## config.mk

```make
export PLATFORM = sky130hd
export DESIGN_NAME = alu_op_sequencer_flat
export DESIGN_NICKNAME = d
export VERILOG_FILES = /design/src/rtl/alu_op_sequencer_pkg.sv /design/src/rtl/alu_op_sequencer_if.sv /design/src/rtl/alu_op_sequencer_onehot_decode.sv /design/src/rtl/alu_op_sequencer.sv /design/src/flat_wrapper.sv
export SDC_FILE = /design/constraint.sdc
export NUM_CORES = 1
export LEC_CHECK = 0
export ABC_AREA = 1
export CELL_PAD_IN_SITES_DETAIL_PLACEMENT = 0
export CELL_PAD_IN_SITES_GLOBAL_PLACEMENT = 1
export CORE_UTILIZATION = 28
export CTS_BUF_LIST = sky130_fd_sc_hd__clkbuf_2
export CTS_CLUSTER_SIZE = 20
export DETAILED_ROUTE_END_ITERATION = 16
export PLACE_DENSITY_LB_ADDON = 0.15
export SLEW_MARGIN = 20
export SYNTH_ARGS = -nofsm -noshare
export SYNTH_HDL_FRONTEND = slang
export SYNTH_SLANG_ARGS = --single-unit
```

## constraint.sdc

```tcl
create_clock -name Clock -period 1 [get_ports Clock]
set_input_delay 0.3 -clock Clock [delete_from_list [all_inputs] [get_ports Clock]]
set_output_delay 0.3 -clock Clock [all_outputs]
set_load 0.01 [all_outputs]
```

## src/rtl/alu_op_sequencer_pkg.sv

```systemverilog
// rtl/alu_op_sequencer_pkg.sv - shared types and constants for the ALU op sequencer
package alu_seq_pkg;

    localparam int NUM_REGS_DEF = 16;
    localparam int IDX_W_DEF    = 4;
    localparam int OP_W_DEF     = 5;

    localparam logic [4:0] OP_AND = 5'd1;
    localparam logic [4:0] OP_MUL = 5'd15;
    localparam logic [4:0] OP_DIV = 5'd16;

    typedef enum logic [2:0] {
        S_IDLE     = 3'd0,
        S_MDR_LOAD = 3'd1,
        S_REG_LOAD = 3'd2,
        S_Y_LOAD   = 3'd3,
        S_ALU_OP   = 3'd4,
        S_WB_LO    = 3'd5,
        S_WB_HI    = 3'd6,
        S_DONE     = 3'd7
    } state_t;

endpackage

```

## src/rtl/alu_op_sequencer_if.sv

```systemverilog
// rtl/alu_op_sequencer_if.sv - command inputs and data_path strobes of the sequencer
interface alu_op_sequencer_if
    import alu_seq_pkg::*;
#(
    parameter int NUM_REGS = NUM_REGS_DEF,
    parameter int IDX_W    = IDX_W_DEF,
    parameter int OP_W     = OP_W_DEF
);
    logic                start;
    logic                load_mode;
    logic [OP_W-1:0]     op_in;
    logic [IDX_W-1:0]    rd;
    logic [IDX_W-1:0]    rs;
    logic [IDX_W-1:0]    rt;

    logic [NUM_REGS-1:0] Rout;
    logic [NUM_REGS-1:0] Rin;
    logic                Yin;
    logic                Zlowin;
    logic                ZHighin;
    logic                Zlowout;
    logic                Zhighout;
    logic                HIin;
    logic                LOin;
    logic                MDRin;
    logic                MDRout;
    logic                Read;
    logic [OP_W-1:0]     op;
    logic                busy;
    logic                done;

    modport master (
        output start, load_mode, op_in, rd, rs, rt,
        input  Rout, Rin, Yin, Zlowin, ZHighin, Zlowout, Zhighout,
               HIin, LOin, MDRin, MDRout, Read, op, busy, done
    );

    modport slave (
        input  start, load_mode, op_in, rd, rs, rt,
        output Rout, Rin, Yin, Zlowin, ZHighin, Zlowout, Zhighout,
               HIin, LOin, MDRin, MDRout, Read, op, busy, done
    );

endinterface

```

## src/rtl/alu_op_sequencer_onehot_decode.sv

```systemverilog
// rtl/alu_op_sequencer_onehot_decode.sv - register index to one-hot enable decoder
module onehot_decode #(
    parameter int NUM_REGS = 16,
    parameter int IDX_W    = 4
) (
    input  logic [IDX_W-1:0]    i_idx,
    input  logic                i_en,
    output logic [NUM_REGS-1:0] o_onehot
);

    // Indices at or beyond NUM_REGS match no bit, so the output stays all-zero.
    always_comb begin
        o_onehot = '0;
        for (int i = 0; i < NUM_REGS; i++) begin
            if (i_en && (int'(i_idx) == i)) begin
                o_onehot[i] = 1'b1;
            end
        end
    end

endmodule

```

## src/rtl/alu_op_sequencer.sv

```systemverilog
// rtl/alu_op_sequencer.sv - Moore control sequencer producing data_path strobes
module alu_op_sequencer
    import alu_seq_pkg::*;
#(
    parameter int              NUM_REGS = NUM_REGS_DEF,
    parameter int              IDX_W    = IDX_W_DEF,
    parameter int              OP_W     = OP_W_DEF,
    parameter logic [OP_W-1:0] MUL_OP   = OP_W'(OP_MUL),
    parameter logic [OP_W-1:0] DIV_OP   = OP_W'(OP_DIV)
) (
    input  logic Clock,
    input  logic clear,
    alu_op_sequencer_if.slave io_bus
);

    state_t              r_state;
    state_t              w_next;

    logic [OP_W-1:0]     r_op;
    logic [IDX_W-1:0]    r_rd;
    logic [IDX_W-1:0]    r_rt;
    logic                r_wide;
    logic                w_wide;

    logic                r_rin_en;
    logic [IDX_W-1:0]    r_rin_idx;
    logic                r_rout_en;
    logic [IDX_W-1:0]    r_rout_idx;

    logic                r_yin;
    logic                r_zlowin;
    logic                r_zhighin;
    logic                r_zlowout;
    logic                r_zhighout;
    logic                r_hiin;
    logic                r_loin;
    logic                r_mdrin;
    logic                r_mdrout;
    logic                r_read;
    logic [OP_W-1:0]     r_op_out;
    logic                r_busy;
    logic                r_done;

    logic [NUM_REGS-1:0] w_rin;
    logic [NUM_REGS-1:0] w_rout;

    assign w_wide = (io_bus.op_in == MUL_OP) || (io_bus.op_in == DIV_OP);

    // Next-state selection; start is only looked at in IDLE, so commands never queue.
    always_comb begin
        w_next = r_state;
        case (r_state)
            S_IDLE:     if (io_bus.start) w_next = io_bus.load_mode ? S_MDR_LOAD : S_Y_LOAD;
            S_MDR_LOAD: w_next = S_REG_LOAD;
            S_REG_LOAD: w_next = S_DONE;
            S_Y_LOAD:   w_next = S_ALU_OP;
            S_ALU_OP:   w_next = S_WB_LO;
            S_WB_LO:    w_next = r_wide ? S_WB_HI : S_DONE;
            S_WB_HI:    w_next = S_DONE;
            S_DONE:     w_next = S_IDLE;
            default:    w_next = S_IDLE;
        endcase
    end

    // State register, command latch, and outputs registered from the state being entered.
    always_ff @(posedge Clock) begin
        if (clear) begin
            r_state    <= S_IDLE;
            r_op       <= '0;
            r_rd       <= '0;
            r_rt       <= '0;
            r_wide     <= 1'b0;
            r_rin_en   <= 1'b0;
            r_rin_idx  <= '0;
            r_rout_en  <= 1'b0;
            r_rout_idx <= '0;
            r_yin      <= 1'b0;
            r_zlowin   <= 1'b0;
            r_zhighin  <= 1'b0;
            r_zlowout  <= 1'b0;
            r_zhighout <= 1'b0;
            r_hiin     <= 1'b0;
            r_loin     <= 1'b0;
            r_mdrin    <= 1'b0;
            r_mdrout   <= 1'b0;
            r_read     <= 1'b0;
            r_op_out   <= '0;
            r_busy     <= 1'b0;
            r_done     <= 1'b0;
        end else begin
            r_state <= w_next;

            if ((r_state == S_IDLE) && io_bus.start) begin
                r_op   <= io_bus.op_in;
                r_rd   <= io_bus.rd;
                r_rt   <= io_bus.rt;
                r_wide <= w_wide;
            end

            r_rin_en   <= 1'b0;
            r_rin_idx  <= '0;
            r_rout_en  <= 1'b0;
            r_rout_idx <= '0;
            r_yin      <= 1'b0;
            r_zlowin   <= 1'b0;
            r_zhighin  <= 1'b0;
            r_zlowout  <= 1'b0;
            r_zhighout <= 1'b0;
            r_hiin     <= 1'b0;
            r_loin     <= 1'b0;
            r_mdrin    <= 1'b0;
            r_mdrout   <= 1'b0;
            r_read     <= 1'b0;
            r_op_out   <= '0;
            r_busy     <= (w_next != S_IDLE);
            r_done     <= (w_next == S_DONE);

            case (w_next)
                S_MDR_LOAD: begin
                    r_read  <= 1'b1;
                    r_mdrin <= 1'b1;
                end
                S_REG_LOAD: begin
                    r_mdrout  <= 1'b1;
                    r_rin_en  <= 1'b1;
                    r_rin_idx <= r_rd;
                end
                S_Y_LOAD: begin
                    // Only entered from IDLE, where rs is still on the command inputs.
                    r_rout_en  <= 1'b1;
                    r_rout_idx <= io_bus.rs;
                    r_yin      <= 1'b1;
                end
                S_ALU_OP: begin
                    r_rout_en  <= 1'b1;
                    r_rout_idx <= r_rt;
                    r_op_out   <= r_op;
                    r_zlowin   <= 1'b1;
                    r_zhighin  <= r_wide;
                end
                S_WB_LO: begin
                    r_zlowout <= 1'b1;
                    r_loin    <= r_wide;
                    r_rin_en  <= ~r_wide;
                    r_rin_idx <= r_rd;
                end
                S_WB_HI: begin
                    r_zhighout <= 1'b1;
                    r_hiin     <= 1'b1;
                end
                default: ;
            endcase
        end
    end

    onehot_decode #(.NUM_REGS(NUM_REGS), .IDX_W(IDX_W)) u_rin_dec (
        .i_idx    (r_rin_idx),
        .i_en     (r_rin_en),
        .o_onehot (w_rin)
    );

    onehot_decode #(.NUM_REGS(NUM_REGS), .IDX_W(IDX_W)) u_rout_dec (
        .i_idx    (r_rout_idx),
        .i_en     (r_rout_en),
        .o_onehot (w_rout)
    );

    assign io_bus.Rin      = w_rin;
    assign io_bus.Rout     = w_rout;
    assign io_bus.Yin      = r_yin;
    assign io_bus.Zlowin   = r_zlowin;
    assign io_bus.ZHighin  = r_zhighin;
    assign io_bus.Zlowout  = r_zlowout;
    assign io_bus.Zhighout = r_zhighout;
    assign io_bus.HIin     = r_hiin;
    assign io_bus.LOin     = r_loin;
    assign io_bus.MDRin    = r_mdrin;
    assign io_bus.MDRout   = r_mdrout;
    assign io_bus.Read     = r_read;
    assign io_bus.op       = r_op_out;
    assign io_bus.busy     = r_busy;
    assign io_bus.done     = r_done;

endmodule

```

## src/flat_wrapper.sv

```systemverilog
// flat-port wrapper written by rule: the top's interface ports become plain ports
module alu_op_sequencer_flat import alu_seq_pkg::*;
#(
    parameter int              NUM_REGS = NUM_REGS_DEF,
    parameter int              IDX_W    = IDX_W_DEF,
    parameter int              OP_W     = OP_W_DEF,
    parameter logic [OP_W-1:0] MUL_OP   = OP_W'(OP_MUL),
    parameter logic [OP_W-1:0] DIV_OP   = OP_W'(OP_DIV)
)
  (Clock, clear, io_bus_start, io_bus_load_mode, io_bus_op_in, io_bus_rd, io_bus_rs, io_bus_rt, io_bus_Rout, io_bus_Rin, io_bus_Yin, io_bus_Zlowin, io_bus_ZHighin, io_bus_Zlowout, io_bus_Zhighout, io_bus_HIin, io_bus_LOin, io_bus_MDRin, io_bus_MDRout, io_bus_Read, io_bus_op, io_bus_busy, io_bus_done);
  alu_op_sequencer_if #(.NUM_REGS(NUM_REGS), .IDX_W(IDX_W), .OP_W(OP_W)) io_bus_i ();
  input  logic Clock;
  input  logic clear;
  input wire logic [$bits(io_bus_i.start)-1:0] io_bus_start;
  input wire logic [$bits(io_bus_i.load_mode)-1:0] io_bus_load_mode;
  input wire logic [$bits(io_bus_i.op_in)-1:0] io_bus_op_in;
  input wire logic [$bits(io_bus_i.rd)-1:0] io_bus_rd;
  input wire logic [$bits(io_bus_i.rs)-1:0] io_bus_rs;
  input wire logic [$bits(io_bus_i.rt)-1:0] io_bus_rt;
  output wire logic [$bits(io_bus_i.Rout)-1:0] io_bus_Rout;
  output wire logic [$bits(io_bus_i.Rin)-1:0] io_bus_Rin;
  output wire logic [$bits(io_bus_i.Yin)-1:0] io_bus_Yin;
  output wire logic [$bits(io_bus_i.Zlowin)-1:0] io_bus_Zlowin;
  output wire logic [$bits(io_bus_i.ZHighin)-1:0] io_bus_ZHighin;
  output wire logic [$bits(io_bus_i.Zlowout)-1:0] io_bus_Zlowout;
  output wire logic [$bits(io_bus_i.Zhighout)-1:0] io_bus_Zhighout;
  output wire logic [$bits(io_bus_i.HIin)-1:0] io_bus_HIin;
  output wire logic [$bits(io_bus_i.LOin)-1:0] io_bus_LOin;
  output wire logic [$bits(io_bus_i.MDRin)-1:0] io_bus_MDRin;
  output wire logic [$bits(io_bus_i.MDRout)-1:0] io_bus_MDRout;
  output wire logic [$bits(io_bus_i.Read)-1:0] io_bus_Read;
  output wire logic [$bits(io_bus_i.op)-1:0] io_bus_op;
  output wire logic [$bits(io_bus_i.busy)-1:0] io_bus_busy;
  output wire logic [$bits(io_bus_i.done)-1:0] io_bus_done;
  assign io_bus_i.start = io_bus_start;
  assign io_bus_i.load_mode = io_bus_load_mode;
  assign io_bus_i.op_in = io_bus_op_in;
  assign io_bus_i.rd = io_bus_rd;
  assign io_bus_i.rs = io_bus_rs;
  assign io_bus_i.rt = io_bus_rt;
  assign io_bus_Rout = io_bus_i.Rout;
  assign io_bus_Rin = io_bus_i.Rin;
  assign io_bus_Yin = io_bus_i.Yin;
  assign io_bus_Zlowin = io_bus_i.Zlowin;
  assign io_bus_ZHighin = io_bus_i.ZHighin;
  assign io_bus_Zlowout = io_bus_i.Zlowout;
  assign io_bus_Zhighout = io_bus_i.Zhighout;
  assign io_bus_HIin = io_bus_i.HIin;
  assign io_bus_LOin = io_bus_i.LOin;
  assign io_bus_MDRin = io_bus_i.MDRin;
  assign io_bus_MDRout = io_bus_i.MDRout;
  assign io_bus_Read = io_bus_i.Read;
  assign io_bus_op = io_bus_i.op;
  assign io_bus_busy = io_bus_i.busy;
  assign io_bus_done = io_bus_i.done;
  alu_op_sequencer #(.NUM_REGS(NUM_REGS), .IDX_W(IDX_W), .OP_W(OP_W), .MUL_OP(MUL_OP), .DIV_OP(DIV_OP)) u_core (.Clock(Clock), .clear(clear), .io_bus(io_bus_i));
endmodule
```

==> Word-level counts from Yosys, hierarchy flattened <==
Index checks and enable logic that the tools add are counted.
{ "word_totals": {"elab_cells": 159, "register_bits": 42, "out_inout_bits": 49} }
{ "op_classes": {"n_eq_ne": 46, "n_bitwise": 4, "mux": 45, "reduce_logical": 44} }
{ "ops": {"columns": ["op", "count"], "rows": [
  ["== test 4 bit (second input constant)", 16],
  ["two-way mux 1 bit", 40],
  ["logical AND 1 bit", 33],
  ["== test 4 x 3 -> 1 bit (second input constant)", 8],
  ["== test 3 bit (second input constant)", 8],
  ["one-hot mux 3 bit (7 select lines)", 1],
  ["== test 4 x 2 -> 1 bit (second input constant)", 4],
  ["== test 3 x 2 -> 1 bit (second input constant)", 4],
  ["OR reduction 2 bit", 6],
  ["== test 4 x 1 -> 1 bit (second input constant)", 2],
  ["logical NOT 4 bit", 2],
  ["one-hot mux 4 bit (2 select lines)", 1],
  ["== test 3 x 1 -> 1 bit (second input constant)", 2],
  ["== test 5 x 4 -> 1 bit (second input constant)", 1],
  ["== test 5 bit (second input constant)", 1],
  ["inverter 1 bit", 4],
  ["logical NOT 3 bit", 1],
  ["two-way mux 3 bit", 1],
  ["nonzero test 3 bit", 1],
  ["two-way mux 2 bit", 1],
  ["one-hot mux 1 bit (2 select lines)", 1],
  ["logical OR 1 bit", 1]
]} }

==> Longest topological paths before layout <==
Gate-level depths: netlist of the first run.
{ "depth": {"ltp_word": 7, "mapped_depth": 8, "mapped_depth_nobuf": 8} }

==> Hierarchy <==
A second synthesis of the first run with hierarchy kept.
{ "hier_totals": {"hier_cells": 250, "hier_area_um2": 1826.8} }
{ "modules_own_cells": {"columns": ["module", "area_per_inst_um2", "cells_per_inst", "instances"], "rows": [
  ["alu_op_sequencer", 1546.5, 184, 1],
  ["onehot_decode", 140.1, 33, 2]
]} }

==> Least setup slack after synthesis of the first run <==
No wires, ideal clock.
{ "synth_timing": {"kind": "register to output", "from": "reg u_core.r_rin_en", "to": "out io_bus_Rin[10]", "path_stages_with_launch": 3, "t_arrival_ns": 0.834, "path_buffers": 0, "required_time_ns": 0.700, "slack_ns": -0.134, "cell_sequence": "dfxtp_1 > clkinv_1 > nor3_1"} }
{ "synth_via": {"elab_chain_len": 2} }
{ "synth_rtl": {"columns": ["item", "line", "rtl"], "rows": [
  ["start: declaration", "alu_op_sequencer.sv:25", "logic r_rin_en;"],
  ["start signal: assignment", "alu_op_sequencer.sv:144", "r_rin_en <= ~r_wide;"],
  ["logical AND 1 bit", "alu_op_sequencer_onehot_decode.sv:15", "if (i_en && (int'(i_idx) == i)) begin"],
  ["two-way mux 1 bit", "alu_op_sequencer_onehot_decode.sv:15", null],
  ["end: declaration", "flat_wrapper.sv:21", "output wire logic [$bits(io_bus_i.Rin)-1:0] io_bus_Rin;"]
]} }
Every way passes these cells.

==> Worst setup path after layout of the first run <==
{ "layout_timing": {"from": "reg u_core.r_rin_idx[0]", "to": "out io_bus_Rin[14]"} }
{ "layout_via": {"elab_chain_len": 3} }
{ "layout_rtl": {"columns": ["item", "line", "rtl"], "rows": [
  ["start: declaration", "alu_op_sequencer.sv:26", "logic [IDX_W-1:0] r_rin_idx;"],
  ["start signal: assignment", "alu_op_sequencer.sv:126", "r_rin_idx <= r_rd;"],
  ["start signal: assignment", "alu_op_sequencer.sv:145", "r_rin_idx <= r_rd;"],
  ["== test 4 x 2 -> 1 bit", "alu_op_sequencer_onehot_decode.sv:15", null],
  ["logical AND 1 bit", "alu_op_sequencer_onehot_decode.sv:15", null],
  ["two-way mux 1 bit", "alu_op_sequencer_onehot_decode.sv:15", null]
]} }
Every way passes these cells.

==> out/results.md, run 1 <==
| Step | Quantity | This run |
| --- | --- | --- |
| synthesis | Post-synth top area share | 48.9% |
| drt | Met1 wire length | 2.13 mm |
| drt | Average wire per standard cell | 12.0 um |
| drt | Initial DRT Pass Iterations | 4 |
| drt | Residual antenna-violating net count after detailed routing | 0 |
| die | Die height | 80.4 um |
| pwr | Sequential cell fraction of total power | 34.7% |
| place | Final weighted congestion in routability-driven placement | 0.703 |
| synthesis | Main area contributors after synthesis | sky130_fd_sc_hd__dfxtp_1, sky130_fd_sc_hd__nor2_1, sky130_fd_sc_hd__nand2_1 |
| global routing | GR Util All Layers | 15.6% |
| finish | Area Growth Syn to Fin | 105% |
| pwr | Net Sw Frac | 42.6% |
| run status | Result of the run | finished with violations |
| synthesis | Fraction of registers with async set/reset | 0% |
| clock tree | Master cell of the clock root buffer | sky130_fd_sc_hd__clkbuf_2 |
| finish | Antenna diodes | 0 |
| global routing | GRT overflow | 0 |
| global routing | Vias in the first global route | 1,685 |
| clock tree | Skew-Pair Late Insertion Delay | 0.40 ns |
| timing | Top achievable clock speed | 616 MHz |
| critical path | Largest incremental delay on the critical path | 0.44 ns |
| critical path | Data required, critical path | 0.70 ns |
| die | Core ar. | 5920 um2 |
| critical path | Critical path peak fanout | 4 |
| drt | Detailed Route WL | 4.79 mm |
| timing | RSZ-0062 raised after global routing | true |
| timing | Slew at the pin closest to its max-slew limit | 0.239 ns |
| die | Initial core utilization | 29.1% |
| synthesis | Yosys top cell by area | sky130_fd_sc_hd__dfxtp_1 |
| pwr | Leakage Power | 1.56 nW |
| timing | Number of failing setup endpoints in the final timing report | 86 |
| place | Final HPWL DP | 3.22 mm |
| clock tree | Number of H-tree levels | 2 |
| finish | Filler Cell Count | 521 |
| finish | Count of nets after finishing | 343 |
| clock tree | Clock tree from TritonCTS | yes |
| synthesis | Average instance area after synthesis | 7.68 um2 |
| timing | Final critical path time including I/O delays and setup | 1.62 ns |
| pwr | Power density cells | 2080 nW/um2 |
| synthesis | Flop and latch count out of synthesis | 42 |
| critical path | Crit path buf inv count | 2 |
| timing | Remaining max-slew budget at the tightest pin | 84.0% |
| drt | Vias per inst | 4.48 |
| global routing | Largest net degree at the start of global routing | 13 |
| pwr | Share of power burned in combinational logic | 55.9% |
| pwr | Internal power | 4.22 mW |
| drt | Sum of met3 wire segment lengths after detailed routing | 231 um |
| critical path | Setup crit end kind | output pin |
| die | Standard-cell row count | 28 |
| die | Total I/O pin count | 70 |
| drt | Top layer used by detailed routing | met4 |
| critical path | Worst Setup Path Type | reg2out |
| synthesis | Count of flip-flops with a built-in enable after synthesis | 0 |
| die | DIE AREA | 6460 um2 |
| finish | Share of post-route cells with drive strength above 1 | 70.6% |
| synthesis | Syn nets | 245 |
| synthesis | Post-synthesis instance area | 1720 um2 |
| critical path | Ordered cell list for the critical path | inv_6, nand2_8, nor3_4, buf_2 |
| synthesis | Most common cell in the synthesized netlist | sky130_fd_sc_hd__dfxtp_1 |
| synthesis | Most frequent cells after synthesis | sky130_fd_sc_hd__dfxtp_1, sky130_fd_sc_hd__nor2_1, sky130_fd_sc_hd__nand2_1 |
| run status | Failing checks | setup timing |
| synthesis | Synth cell types | 23 |
| timing | Number of slew-limit violations in the final report | 0 |
| place | # port buffers | 69 |
| timing | Share of the clock period used by the worst path | 162% |
| place | Pre-CTS WS | -0.557 ns |
| clock tree | Clock Pin Slew Worst Setup and Hold Paths | 0.21 ns |
| drt | Post-route DRC | 0 |
| drt | Total number of vias | 1,782 |
| clock tree | Maximum buffer depth of the clock tree | 2 |
| min path | Class of the tightest hold or removal check | in2reg |
| pwr | Part of the total power dissipated in the clock network | 9.5% |
| global routing | Number of antenna violations at the first check in global routing | 0 |
| clock tree | Sinks on Clock Net | 42 |
| critical path | Library cell contributing the largest single delay on the critical path | sky130_fd_sc_hd__dfxtp_4 |
| synthesis | Flip-flop cell with the highest count after synthesis | sky130_fd_sc_hd__dfxtp_1 |
| clock tree | Total clock buffers created by CTS | 5 |
| timing | Worst setup skew after layout | 0.0162 ns |
| synthesis | Warnings from Yosys | 0 |
| pwr | IR drop worst, VDD | 1460 uV |
| timing | Setup_tns | -24.66 ns |
| flow run | Max-cap violation count | 0 |
| die | X dimension of the die | 80.4 um |
| timing | Setup slack after layout | -0.624 ns |
| finish | Final core area utilization | 59.5% |
| drt | Routed wl met2 | 2.37 mm |
| global routing | Global-route wire length before repair | 7.76 mm |
| pwr | Net switching component of the power | 3.13 mW |
| critical path | Category of cells accounting for the largest share of critical-path delay | flip-flops |
| timing | Hold violation count in the final report | 0 |
| drt | Starting DRT DRC Count | 48 |
| critical path | Critical Path Source Type | flop |
| synthesis | Gate Count Post-Synth | 224 |
| critical path | Arrival time at the worst endpoint | 1.32 ns |
| synthesis | Sequential share of the synthesized area | 48.9% |
==> cell families (layout without fill, tap and decap cells) <==
logic type	count (synthesis)	in the layout	synth area share, %
and+or+nand+nor	103	103	26.3
buffers and inverters	45	144	11.7
DFF	42	42	48.9
AOI/OAI and AO/OA	34	34	13.2
==> routing by layer <==
metal | vias to the layer above | global-route usage (%)
met5 | - | 0
met4 | 0 | 5.36
met3 | 7 | 3.41
met2 | 45 | 25.0
met1 | 818 | 20.6
li1 | 912 | -
==> state kept, by name, summed over array words and instances, names as in the netlist, 3 cells and up <==
register           count
u_core.io_bus.op       5
u_core.r_op            5
u_core.r_rd            4
u_core.r_rin_idx       4
u_core.r_rout_idx      4
u_core.r_rt            4
u_core.r_state         3
==> path summary, 6_finish.rpt <==
| kind | endpoint | cells after the start | slack, ns | startpoint |
|---|---|---|---|---|
| max | io_bus_Rin[14] | 4 | -0.62 | u_core.r_rin_idx[0] |
| min reg2reg | u_core.r_rin_idx[2] | 2 | 0.46 | u_core.r_rd[2] |
| min | u_core.r_rout_idx[1] | 3 | 0.45 | io_bus_rs[1] |
| max reg2reg | u_core.r_wide | 7 | -0.22 | u_core.r_state[2] |
==> power by group through the flow <==
| stage | clock network (mW) | logic [mW] | registers (mW) |
|---|---|---|---|
| after detailed placement | 0 | 2.48 | 2.36 |
| after CTS | 0.735 | 3.25 | 2.49 |
| final | 0.694 | 4.10 | 2.55 |
| after global routing | 0.818 | 4.41 | 2.60 |
| after global placement | 0 | 2.48 | 2.35 |
| after floorplan | 0 | 1.68 | 2.38 |
==> final cells by class <==
class | instances | area, um2 | area share (%)
clock inverters | 2 | 8.76 | 0.249
clock buffers | 6 | 30.0 | 0.852
flip-flops and latches | 42 | 898 | 25.5
inverters | 38 | 223 | 6.32
multi-input cells | 137 | 1390 | 39.5
repair buffers | 98 | 877 | 24.9
well taps | 75 | 93.8 | 2.66
==> stage by stage <==
step | instances | area (um2) | hold WS [ns] | total power, mW
2_1_floorplan | 224 | 2050 | 0.371 | 4.06
3_3_place_gp | 378 | 2920 | 0.424 | 4.84
3_5_place_dp | 378 | 2920 | 0.420 | 4.83
4_1_cts | 393 | 3180 | 0.434 | 6.47
5_1_grt | 398 | 3520 | 0.418 | 7.82
6_report | 398 | 3520 | 0.454 | 7.34
==> worst reg2reg max path, delay by kind of cell, from the launching register on <==
kind | cells | cell delay (ns)
and+or+nand+nor | 5 | 0.48
DFF | 1 | 0.41
buffers and inverters | 2 | 0.31
==> placed cells by master (no fill, tap or decap), types with 6 or more instances in the layout <==
cell type                         Yosys  final
sky130_fd_sc_hd__clkbuf_2             0      6
sky130_fd_sc_hd__nand3_4              0      6
sky130_fd_sc_hd__dfxtp_1             42     22
sky130_fd_sc_hd__dfxtp_2              0      7
sky130_fd_sc_hd__buf_4                2     13
sky130_fd_sc_hd__dfxtp_4              0     13
sky130_fd_sc_hd__buf_2                2     37
sky130_fd_sc_hd__nor3_4               0     16
sky130_fd_sc_hd__nor2_1              40     17
sky130_fd_sc_hd__nor2_2               3     15
sky130_fd_sc_hd__a21oi_2             10     13
sky130_fd_sc_hd__inv_2                7      6
sky130_fd_sc_hd__nand2_2              2      6
sky130_fd_sc_hd__nand2_8              0     14
sky130_fd_sc_hd__nand2_1             30     10
sky130_fd_sc_hd__o21ai_2              0     12
sky130_fd_sc_hd__clkdlybuf4s50_1      0     20
sky130_fd_sc_hd__buf_6                3     21
sky130_fd_sc_hd__nor2_4               0     11
sky130_fd_sc_hd__inv_1               29     19
==> timing repair <==
action / CTS / global route
resized for setup: 286 / 64
hold buffers: 0 / 0
cloned: 3 / 0
pin swaps: 25 / 23
setup endpoints to repair: 85 / 89
setup buffers: 4 / 6
No activity file was read; power rests on OpenSTA's default activity.
==> run 2, diff against run 1 <==
- CORE_UTILIZATION: 28 -> 33
- PLACE_DENSITY_LB_ADDON: 0.15 -> 0.05
- clock period: 1 -> 2 ns (I/O delays scaled with it)
==> run 2 against run 1 <==
The flow now finishes without violations; count of clock-buffer cells in the layout down 1; worst hold slack worse by 0.0090 ns; register-to-register slack better by 1.0 ns; sequential power down 55%; clock skew down 0.00051 ns; non-clock buffer count down 24; core utilization down 7.3 points; combinational power down 75%; flip-flop and latch count unchanged; die area down 15%; power down 62%; clock power down 13%.
==> out/results.md, run 2 (synthesis gave the netlist of run 1 again) <==
| Step | Quantity | This run |
| --- | --- | --- |
| global routing | Vias in the first global route | 1,336 |
| pwr | Power density cells | 1090 nW/um2 |
| place | Final HPWL DP | 2.94 mm |
| pwr | Share of power burned in combinational logic | 37.5% |
| timing | Final critical path time including I/O delays and setup | 1.93 ns |
| clock tree | Sinks on Clock Net | 42 |
| drt | Vias per inst | 4.43 |
| pwr | Sequential cell fraction of total power | 40.9% |
| finish | Area Growth Syn to Fin | 48.0% |
| critical path | Critical Path Source Type | flop |
| timing | Number of failing setup endpoints in the final timing report | 0 |
| timing | Hold violation count in the final report | 0 |
| timing | Top achievable clock speed | 518 MHz |
| drt | Average wire per standard cell | 10.8 um |
| timing | Worst setup skew after layout | 0.0157 ns |
| clock tree | Total clock buffers created by CTS | 5 |
| finish | Share of post-route cells with drive strength above 1 | 32.4% |
| finish | Most common library cell in the layout ignoring fill and taps | sky130_fd_sc_hd__nor2_1 |
| finish | Final core area utilization | 52.2% |
| finish | Highest-count cells in the layout ignoring fill and taps | sky130_fd_sc_hd__nor2_1, sky130_fd_sc_hd__clkdlybuf4s50_1, sky130_fd_sc_hd__dfxtp_1 |
| critical path | Arrival time at the worst endpoint | 1.33 ns |
| clock tree | Maximum buffer depth of the clock tree | 2 |
| finish | Antenna diodes | 0 |
| flow run | Max-cap violation count | 0 |
| timing | Setup_tns | 0 ns |
| timing | Remaining max-slew budget at the tightest pin | 83.1% |
| critical path | Category of cells accounting for the largest share of critical-path delay | flip-flops |
| min path | Class of the tightest hold or removal check | reg2reg |
| global routing | Global-route wire length before repair | 6.15 mm |
| pwr | Leakage Power | 1.05 nW |
| drt | Routed wl met2 | 1.83 mm |
| pwr | Internal power | 1.79 mW |
| timing | Slew at the pin closest to its max-slew limit | 0.253 ns |
| pwr | Net switching component of the power | 1.00 mW |
| critical path | Largest incremental delay on the critical path | 0.37 ns |
| drt | Residual antenna-violating net count after detailed routing | 0 |
| pwr | IR drop worst, VDD | 602 uV |
| finish | Filler Cell Count | 513 |
| global routing | Largest net degree at the start of global routing | 30 |
| critical path | Worst Setup Path Type | reg2out |
| drt | Detailed Route WL | 3.96 mm |
| place | # port buffers | 69 |
| drt | Sum of met3 wire segment lengths after detailed routing | 134 um |
| critical path | Critical path peak fanout | 4 |
| drt | Total number of vias | 1,623 |
| critical path | Data required, critical path | 1.40 ns |
| clock tree | Skew-Pair Late Insertion Delay | 0.40 ns |
| drt | Top layer used by detailed routing | met4 |
| die | Standard-cell row count | 25 |
| clock tree | Clock tree from TritonCTS | yes |
| die | Initial core utilization | 35.3% |
| place | Final weighted congestion in routability-driven placement | 0.742 |
| clock tree | Clock Pin Slew Worst Setup and Hold Paths | 0.19 ns |
| pwr | Net Sw Frac | 35.9% |
| critical path | Setup crit end kind | output pin |
| die | Die height | 74.2 um |
| die | X dimension of the die | 74.2 um |
| die | Total I/O pin count | 70 |
| global routing | GRT overflow | 0 |
| timing | Number of slew-limit violations in the final report | 0 |
| place | Area post-placement | 2480 um2 |
| die | DIE AREA | 5510 um2 |
| run status | Result of the run | finished, final reports clean |
| drt | Initial DRT Pass Iterations | 5 |
| drt | Starting DRT DRC Count | 93 |
| pwr | Part of the total power dissipated in the clock network | 21.6% |
| clock tree | Number of H-tree levels | 2 |
| finish | Post-Layout Inst Area | 2550 um2 |
| global routing | Number of antenna violations at the first check in global routing | 0 |
| drt | Met1 wire length | 1.92 mm |
| critical path | Crit path buf inv count | 2 |
| critical path | Ordered cell list for the critical path | inv_1, nand2_1, nor3_1, buf_2 |
| critical path | Library cell contributing the largest single delay on the critical path | sky130_fd_sc_hd__dfxtp_2 |
| finish | Count of nets after finishing | 319 |
| drt | Post-route DRC | 0 |
| timing | RSZ-0062 raised after global routing | true |
| timing | Share of the clock period used by the worst path | 96.4% |
| die | Core ar. | 4880 um2 |
| global routing | GR Util All Layers | 14.8% |
| clock tree | Master cell of the clock root buffer | sky130_fd_sc_hd__clkbuf_2 |
-- run 2: stage by stage --
stage / setup slack (ns) / hold slack, ns / cells / total power, mW
after floorplan: 0.566 / 0.416 / 224 / 1.85
after global placement: 0.0689 / 0.433 / 357 / 2.16
after detailed placement: 0.0419 / 0.433 / 357 / 2.16
after CTS: -0.0113 / 0.456 / 366 / 2.78
after global routing: -0.0345 / 0.478 / 366 / 3.00
final: 0.0711 / 0.445 / 366 / 2.79
-- run 2: metal layers --
metal / track usage [%] / up-vias
li1: - / 850
met1: 19.4 / 738
met2: 22.7 / 28
met3: 2.85 / 7
met4: 8.33 / 0
met5: 0 / -
-- run 2: power groups by stage --
stage / logic, mW / registers (mW) / clock network [mW]
6_report: 1.04 / 1.14 / 0.602
3_3_place_gp: 1.01 / 1.14 / 0
5_1_grt: 1.19 / 1.16 / 0.655
3_5_place_dp: 1.02 / 1.15 / 0
2_1_floorplan: 0.699 / 1.15 / 0
4_1_cts: 1.03 / 1.13 / 0.625
-- run 2: layout make-up --
type | instances | area, um2 | area share, %
Clock inverter | 3 | 63.8 | 2.51
Timing Repair Buffer | 74 | 613 | 24.1
Clock buffer | 5 | 25.0 | 0.983
Sequential cell | 42 | 853 | 33.5
Inverter | 38 | 153 | 6.00
Tap cell | 67 | 83.8 | 3.29
Multi-Input combinational cell | 137 | 754 | 29.6
-- run 2: worst min-delay path: stages, from the launching register on --
cell	delay, ns
sky130_fd_sc_hd__dfxtp_1	0.34
sky130_fd_sc_hd__inv_1	0.06
sky130_fd_sc_hd__nor2_1	0.04
-- run 2: what timing repair did --
| item | CTS | global route |
|---|---|---|
| hold buffers | 0 | 0 |
| pin swaps | 0 | 0 |
| setup buffers | 1 | 0 |
| gates resized for setup | 73 | 65 |
| endpoints found under the setup margin | 32 | 26 |
-- run 2: worst paths after layout --
kind	from	depth (start not counted)	to	slack, ns
hold / removal	u_core.r_rd[3]	2	u_core.r_rin_idx[3]	0.45
setup reg to reg	u_core.r_state[0]	8	u_core.io_bus.busy	0.81
setup / recovery	u_core.r_rin_idx[2]	4	io_bus_Rin[8]	0.07
hold reg to reg	u_core.r_rd[3]	2	u_core.r_rin_idx[3]	0.45
==> run 3, diff against run 2 <==
- SKIP_CTS_REPAIR_TIMING: not set -> 1
==> run 3 against run 2 <==
The flow now finishes with violations (setup timing); flip-flop and latch count unchanged; critical path type unchanged; via count shrank 0.43%; fmax shrank 13%; highest routed layer unchanged; count of clock-buffer cells in the layout unchanged.
==> out/results.md, run 3 (synthesis gave the netlist of run 1 again) <==
| Step | Quantity | This run |
| --- | --- | --- |
| timing | Hold violation count in the final report | 0 |
| clock tree | Maximum buffer depth of the clock tree | 2 |
| global routing | Global-route wire length before repair | 6.02 mm |
| global routing | GRT overflow | 0 |
| drt | Residual antenna-violating net count after detailed routing | 0 |
| drt | Initial DRT Pass Iterations | 4 |
| drt | Starting DRT DRC Count | 93 |
| clock tree | Clock tree from TritonCTS | yes |
| timing | Share of the clock period used by the worst path | 111% |
| place | Area post-placement | 2480 um2 |
| timing | Tightest hold margin | 0.452 ns |
| min path | Class of the tightest hold or removal check | reg2reg |
| min path | Worst hold path endpoint | u_core.r_rin_idx[3] |
| finish | Share of post-route cells with drive strength above 1 | 17.4% |
| place | # port buffers | 69 |
| drt | Average wire per standard cell | 10.6 um |
| critical path | Reg-to-reg setup timing slack | 0.81 ns |
| timing | Final critical path time including I/O delays and setup | 2.22 ns |
| flow run | Max-cap violation count | 0 |
| finish | Most common library cell in the layout ignoring fill and taps | sky130_fd_sc_hd__nor2_1 |
| drt | Total number of vias | 1,616 |
| timing | Number of failing setup endpoints in the final timing report | 1 |
| timing | Worst setup skew after layout | 0.0152 ns |
| finish | Area Growth Syn to Fin | 53.0% |
| die | Initial core utilization | 35.3% |
| drt | Vias per inst | 4.43 |
| clock tree | Sinks on Clock Net | 42 |
| place | Final HPWL DP | 2.94 mm |
| die | Core ar. | 4880 um2 |
| critical path | Critical path peak fanout | 4 |
| pwr | IR drop worst, VDD | 592 uV |
| global routing | Number of antenna violations at the first check in global routing | 0 |
| critical path | Worst Setup Path Type | reg2out |
| clock tree | Total clock buffers created by CTS | 5 |
| timing | Top achievable clock speed | 450 MHz |
| finish | Antenna diodes | 0 |
| drt | Detailed Route WL | 3.87 mm |
| finish | Post-Layout Inst Area | 2630 um2 |
| global routing | GR Util All Layers | 14.5% |
| finish | Count of nets after finishing | 318 |
| drt | Post-route DRC | 0 |
| clock tree | Clock Pin Slew Worst Setup and Hold Paths | 0.20 ns |
| critical path | Worst-case reg-to-reg path depth | 8 |
| die | Total I/O pin count | 70 |
| critical path | Data required, critical path | 1.40 ns |
| min path | Worst hold path stage count | 2 |
| critical path | Arrival time at the worst endpoint | 1.62 ns |
| die | Standard-cell row count | 25 |
| clock tree | Master cell of the clock root buffer | sky130_fd_sc_hd__clkbuf_2 |
| clock tree | Skew-Pair Late Insertion Delay | 0.39 ns |
| pwr | Total power | 2.73 mW |
| place | Pre-CTS WS | 0.0419 ns |
| min path | Startpoint of the worst hold path | u_core.r_rd[3] |
| critical path | Critical Path Source Type | flop |
| die | Die height | 74.2 um |
| die | DIE AREA | 5510 um2 |
| critical path | Setup crit end kind | output pin |
| timing | Slew at the pin closest to its max-slew limit | 0.253 ns |
| pwr | Power density cells | 1040 nW/um2 |
| timing | Number of slew-limit violations in the final report | 0 |
| run status | Failing checks | setup timing |
| critical path | Critical R2R Capture | u_core.io_bus.busy |
| finish | Highest-count cells in the layout ignoring fill and taps | sky130_fd_sc_hd__nor2_1, sky130_fd_sc_hd__clkdlybuf4s50_1, sky130_fd_sc_hd__dfxtp_1 |
| timing | Setup slack after layout | -0.222 ns |
| global routing | Largest net degree at the start of global routing | 30 |
| die | X dimension of the die | 74.2 um |
| pwr | Leakage Power | 1.48 nW |
| timing | Remaining max-slew budget at the tightest pin | 83.1% |
| run status | Result of the run | finished with violations |
| global routing | Vias in the first global route | 1,307 |
| timing | RSZ-0062 raised after global routing | true |
| place | Final weighted congestion in routability-driven placement | 0.742 |
| critical path | Worst flop-to-flop path startpoint | u_core.r_state[0] |
| clock tree | Number of H-tree levels | 2 |
## run 3: how the worst max path moves through the flow
| stage | from | to | slack, ns | depth (start not counted) |
|---|---|---|---|---|
| 2_1_floorplan | u_core.r_rin_en | io_bus_Rin[10] | 0.57 | 2 |
| 3_3_place_gp | u_core.r_rin_en | io_bus_Rin[12] | 0.07 | 3 |
| 3_5_place_dp | u_core.r_rin_en | io_bus_Rin[10] | 0.04 | 3 |
| 4_1_cts | u_core.r_rin_en | io_bus_Rin[10] | -0.44 | 3 |
| 5_1_grt | u_core.r_rout_idx[3] | io_bus_Rout[2] | -0.33 | 4 |
| 6_report | u_core.r_rout_idx[2] | io_bus_Rout[2] | -0.22 | 4 |
## run 3: stage by stage
step	setup TNS (ns)	instances	util [%]
CTS	-10.63	365	52.6
detailed placement	0	357	50.8
global route	-0.333	365	53.9
floorplan	0	224	-
finish	-0.222	365	53.9
global placement	0	357	50.8
## run 3: power by group
| group | internal [mW] | switching (mW) |
|---|---|---|
| Sequential | 1.03 | 0.0971 |
| Combinational | 0.405 | 0.599 |
| Clock | 0.333 | 0.267 |
## run 3: critical path: stages, from the launching register on
cell	delay (ns)
sky130_fd_sc_hd__dfxtp_1	0.37
sky130_fd_sc_hd__inv_1	0.07
sky130_fd_sc_hd__nand3_1	0.13
sky130_fd_sc_hd__nor2_1	0.11
sky130_fd_sc_hd__clkdlybuf4s50_1	0.54
## run 3: layer usage
metal | routed length [um] | track usage (%)
met5 | 0 | 0
met4 | 51 | 8.33
met3 | 116 | 2.85
met2 | 1790 | 21.8
met1 | 1910 | 19.2
## run 3: layout make-up
| class | count | area (um2) |
|---|---|---|
| inverter | 38 | 143 |
| clock buffer | 5 | 25.0 |
| clock inverter | 3 | 63.8 |
| multi-input combinational | 137 | 688 |
| tap | 67 | 83.8 |
| sequential | 42 | 848 |
| fill | 492 | 2250 |
| timing repair buffer | 73 | 781 |
